==> src/rtl/press_pkg.sv <==
// Shared encodings for the press decoder: FSM state codes and event codes reported on LAST.
package press_pkg;

    typedef enum logic [1:0] {
        IDLE  = 2'b00,
        WAIT1 = 2'b01,
        WAIT2 = 2'b10
    } state_t;

    typedef enum logic [1:0] {
        EV_NONE   = 2'd0,
        EV_SINGLE = 2'd1,
        EV_DOUBLE = 2'd2,
        EV_TRIPLE = 2'd3
    } ev_t;

endpackage

==> src/rtl/press_window_timer.sv <==
// Gesture window down-counter: load sets it to WINDOW, expire flags the terminal count on a decrement.
module press_window_timer #(
    parameter int WINDOW = 8,
    parameter int TW     = $clog2(WINDOW + 1)
) (
    input  logic CLK,
    input  logic ACLR_L,
    input  logic load,
    input  logic dec,
    output logic expire
);

    logic [TW-1:0] cnt_q;
    logic [TW-1:0] cnt_d;

    always_comb begin
        cnt_d = cnt_q;
        if (load)
            cnt_d = TW'(WINDOW);
        else if (dec)
            cnt_d = cnt_q - TW'(1);
    end

    always_ff @(posedge CLK or negedge ACLR_L) begin
        if (!ACLR_L)
            cnt_q <= '0;
        else
            cnt_q <= cnt_d;
    end

    // The owner leaves the counting state on expire, so the counter never wraps below 0.
    assign expire = dec && (cnt_q == TW'(1));

endmodule

==> src/rtl/press_decoder.sv <==
// Groups debounced press pulses into single/double (and, with PRESS_TRIPLE_EN, triple) events.
// Optional build macro: PRESS_TRIPLE_EN enables the WAIT2 state and the TRIPLE event.
//
// state | meaning
// IDLE  | no gesture open
// WAIT1 | one press seen, window running
// WAIT2 | two presses seen, window running (PRESS_TRIPLE_EN only)
module press_decoder
    import press_pkg::*;
#(
    parameter int WINDOW = 8
) (
    input  logic       CLK,
    input  logic       ACLR_L,
    input  logic       PULSE,
    output logic       SINGLE,
    output logic       DOUBLE,
    output logic       TRIPLE,
    output logic       PENDING,
    output logic [1:0] LAST
);

    localparam int TW = $clog2(WINDOW + 1);

    state_t state_q;
    ev_t    last_q;
    logic   single_q;
    logic   double_q;
    logic   pending_q;
    logic   load;
    logic   dec;
    logic   expire;

    // A press always beats the timeout, so the timer only counts on press-free cycles.
    assign dec = (state_q != IDLE) && !PULSE;
`ifdef PRESS_TRIPLE_EN
    assign load = PULSE && ((state_q == IDLE) || (state_q == WAIT1));
`else
    assign load = PULSE && (state_q == IDLE);
`endif

    press_window_timer #(
        .WINDOW (WINDOW),
        .TW     (TW)
    ) u_timer (
        .CLK    (CLK),
        .ACLR_L (ACLR_L),
        .load   (load),
        .dec    (dec),
        .expire (expire)
    );

`ifdef PRESS_TRIPLE_EN
    logic triple_q;

    always_ff @(posedge CLK or negedge ACLR_L) begin
        if (!ACLR_L) begin
            state_q   <= IDLE;
            last_q    <= EV_NONE;
            single_q  <= 1'b0;
            double_q  <= 1'b0;
            triple_q  <= 1'b0;
            pending_q <= 1'b0;
        end else begin
            single_q <= 1'b0;
            double_q <= 1'b0;
            triple_q <= 1'b0;
            case (state_q)
                IDLE: begin
                    if (PULSE) begin
                        state_q   <= WAIT1;
                        pending_q <= 1'b1;
                    end
                end
                WAIT1: begin
                    if (PULSE) begin
                        state_q <= WAIT2;
                    end else if (expire) begin
                        single_q  <= 1'b1;
                        last_q    <= EV_SINGLE;
                        state_q   <= IDLE;
                        pending_q <= 1'b0;
                    end
                end
                WAIT2: begin
                    if (PULSE) begin
                        triple_q  <= 1'b1;
                        last_q    <= EV_TRIPLE;
                        state_q   <= IDLE;
                        pending_q <= 1'b0;
                    end else if (expire) begin
                        double_q  <= 1'b1;
                        last_q    <= EV_DOUBLE;
                        state_q   <= IDLE;
                        pending_q <= 1'b0;
                    end
                end
                default: begin
                    state_q   <= IDLE;
                    pending_q <= 1'b0;
                end
            endcase
        end
    end

    assign TRIPLE = triple_q;
`else
    always_ff @(posedge CLK or negedge ACLR_L) begin
        if (!ACLR_L) begin
            state_q   <= IDLE;
            last_q    <= EV_NONE;
            single_q  <= 1'b0;
            double_q  <= 1'b0;
            pending_q <= 1'b0;
        end else begin
            single_q <= 1'b0;
            double_q <= 1'b0;
            case (state_q)
                IDLE: begin
                    if (PULSE) begin
                        state_q   <= WAIT1;
                        pending_q <= 1'b1;
                    end
                end
                WAIT1: begin
                    if (PULSE) begin
                        double_q  <= 1'b1;
                        last_q    <= EV_DOUBLE;
                        state_q   <= IDLE;
                        pending_q <= 1'b0;
                    end else if (expire) begin
                        single_q  <= 1'b1;
                        last_q    <= EV_SINGLE;
                        state_q   <= IDLE;
                        pending_q <= 1'b0;
                    end
                end
                default: begin
                    state_q   <= IDLE;
                    pending_q <= 1'b0;
                end
            endcase
        end
    end

    assign TRIPLE = 1'b0;
`endif

    assign SINGLE  = single_q;
    assign DOUBLE  = double_q;
    assign PENDING = pending_q;
    assign LAST    = last_q;

endmodule
==> config.mk <==
export PLATFORM = sky130hd
export DESIGN_NAME = press_decoder
export DESIGN_NICKNAME = d
export VERILOG_FILES = /design/src/rtl/press_pkg.sv /design/src/rtl/press_window_timer.sv /design/src/rtl/press_decoder.sv
export SDC_FILE = /design/constraint.sdc
export NUM_CORES = 1
export LEC_CHECK = 0
export ABC_CLOCK_PERIOD_IN_PS = 2960
export CAP_MARGIN = 20
export CORE_AREA = 2 2 39 41
export DETAILED_ROUTE_END_ITERATION = 16
export DIE_AREA = 0 0 41 43
export SLEW_MARGIN = 15
export SYNTH_ARGS = -nofsm -noshare
export SYNTH_HDL_FRONTEND = slang
export SYNTH_SLANG_ARGS = --single-unit
==> constraint.sdc <==
create_clock -name CLK -period 2.96 [get_ports CLK]
set_clock_uncertainty 0.1 [all_clocks]
set_input_delay 0.592 -clock CLK [delete_from_list [all_inputs] [get_ports CLK]]
set_output_delay 0.592 -clock CLK [all_outputs]
set_load 0.01 [all_outputs]
==> impl_metrics.yaml <==
drt:
  detail-route-antenna-nets: 0
  drc_errors: 0
  wl_um: 752
  avgViaCountPerCell: 4.57
  drt_iter0_markers: 7
  via_count: 311
  firstDrtPassIters: 3
  routedWlPerCell_um: 11.1
logic_synthesis:
  synth_warnings: 0
  synth.top_cell.area_share: 0.497
  yosys.area.top_type: "dfrtp_1"
  yosysMostFrequentCell: "dfrtp_1"
  synth-edff-count: 0
  postSynthCellCount: 42
  ys_ff_latch: 9
  syn_nets: 50
  synth_commonest_cells: "dfrtp_1, ha_1, inv_1, nor2_1, nor2b_1"
  synth_area_per_cell_um2: 10.8
  synth_flop_cell: "dfrtp_1"
  synthArstFlopShare: 1.00
  ys_seq_area_frac: 0.497
  synth_area_leaders: "dfrtp_1, ha_1, inv_1"
  syn-cell-area_um2: 453
  netlist-cell-type-count: 21
setup_path:
  reg2reg_depth: 3
  r2r_end: "u_timer.cnt_q[0]"
  crit_chain: "clkdlybuf4s50_1"
  setup.worst_path.start_class: "register"
  cp.required_ps: 2270
  path_max_fanout: 9
  cp-end-kind: "output pin"
  cp_slowest_cell: "clkdlybuf4s50_1"
  cp_top_family: "buffers and inverters"
  critical_path_class: "reg -> out"
  path_buf_inv: 1
  reg2reg_from: "state_q[0]"
  cp.arrival_ps: 1350
  critPathCapture: "PENDING"
  slowest_delay_ps: 590
  cp.depth: 1
  cp-startpoint: "state_q[0]"
  r2r_setup_slack_ps: 1510
timing:
  setup_viol: 0
  fmax_ghz: 0.490
  fin_tns_setup_ps: 0
  maxSlewViolCount: 0
  post-route-min-period_ps: 2040
  post-route-period-util: 0.689
  hold_viol: 0
  rsz0062_at_grt: "no"
layout:
  n_fill_cell: 143
  area_growth_pct: 24.0
  drive_above_1_share: 0.0962
  diodes: 0
  nets: 61
cts:
  postCtsHoldBufs: 0
  path_clk_slew_ps: 60
  cts-buffers-inserted: 3
  htree_levels: 1
  clk_latency_ps: 260
  cts_root_buf: "clkbuf_4"
  post_cts.repair.setup_buffers: 0
  ctsLongestPathBuffers: 2
  cts_resized: 0
  cts_sinks: 9
  cts_tree: "done"
die:
  dieHeight_um: 43
  core_area_mm2: 0.00138
  die_w_um: 41
  io-pin-count: 9
  design.die.area_mm2: 0.00176
  start_util: 0.327
  fp-row-count: 14
power_and_ir_drop:
  ir_drop_uv: 378
  powerDensity_mw_per_mm2: 932
  p_leak_nw: 0.264
  finalPower_uw: 523
min_path:
  hold_depth: 1
  worst_hold_path_type: "reg -> reg"
place:
  place_congestion: 0.646
  port_buffers: 7
  dpl.hpwl_um: 549
grt:
  grt_use_total: 0.116
  grt_first_pass_wirelength_um: 1280
  antenna_found_initial: 0
  grt_max_degree: 10
  grt_pass1_vias: 265
  grt_overflow_total: 0
outcome:
  outcome: "completed"
run:
  drv_cap: 0
power by group:
group / leakage (nW) / switching [mW] / internal [mW]
sequential: 0.110 / 0.0526 / 0.169
clock: 0.0150 / 0.0421 / 0.0519
combinational: 0.139 / 0.0956 / 0.112
total: 0.264 / 0.190 / 0.333
flip-flops by register name, summed over array words and instances, names as in the netlist:
signal and cells:
SINGLE 1, state_q 1, DOUBLE 1, u_timer.cnt_q 4, LAST 2
final cells by class:
| type | instances | area [um^2] | area share |
|---|---|---|---|
| inverters | 5 | 18.8 | 0.0334 |
| well taps | 16 | 20.0 | 0.0356 |
| clock buffers | 4 | 26.3 | 0.0468 |
| repair buffers | 7 | 70.1 | 0.125 |
| flip-flops and latches | 9 | 225 | 0.401 |
| multi-input cells | 27 | 201 | 0.359 |
per-layer routing:
metal | vias up | GRT usage | routed length (um)
met5 | - | 0 | 0
met4 | 0 | 0.0600 | 0
met3 | 0 | 0.0995 | 63
met2 | 10 | 0.131 | 327
met1 | 141 | 0.148 | 361
li1 | 160 | - | -
through the flow:
step	hold WS [ps]	instance area (um^2)	instances	util	setup WS (ps)
finish	427	562	68	0.406	920
detailed placement	412	536	64	0.387	716
global placement	400	536	64	0.387	705
global route	435	562	68	0.406	841
floorplan	196	453	42	-	1470
CTS	433	562	68	0.406	894
cell families (layout without fill, tap and decap cells):
| kind of cell | count (synthesis) | after routing | share of synthesized area |
|---|---|---|---|
| muxes | 1 | 1 | 0.0249 |
| xor gates and xnor gates | 1 | 1 | 0.0193 |
| DFF | 9 | 9 | 0.497 |
| and+or+nand+nor | 13 | 13 | 0.157 |
| buffers and inverters | 6 | 16 | 0.0580 |
| AOI/OAI and AO/OA | 6 | 6 | 0.0967 |
| other | 1 | 1 | 0.00828 |
| adders and majority gates | 5 | 5 | 0.138 |
cell usage in the layout, fill, tap and decap left out, types with 2 or more instances in the layout:
master / count
nand2_1: 2
clkdlybuf4s50_1: 7
nor2b_1: 3
dfrtp_1: 9
inv_1: 5
nor2_1: 3
ha_1: 5
clkbuf_4: 3
worst min-delay path by stage:
stage | startpoint | end | slack, ps
after floorplan | ACLR_L | DOUBLE | 200
after CTS | LAST[1] | LAST[1] | 430
after global placement | LAST[1] | LAST[1] | 400
after detailed placement | LAST[1] | LAST[1] | 410
after global routing | LAST[1] | LAST[1] | 440
final | LAST[1] | LAST[1] | 430
No activity file was read; power rests on OpenSTA's default activity.
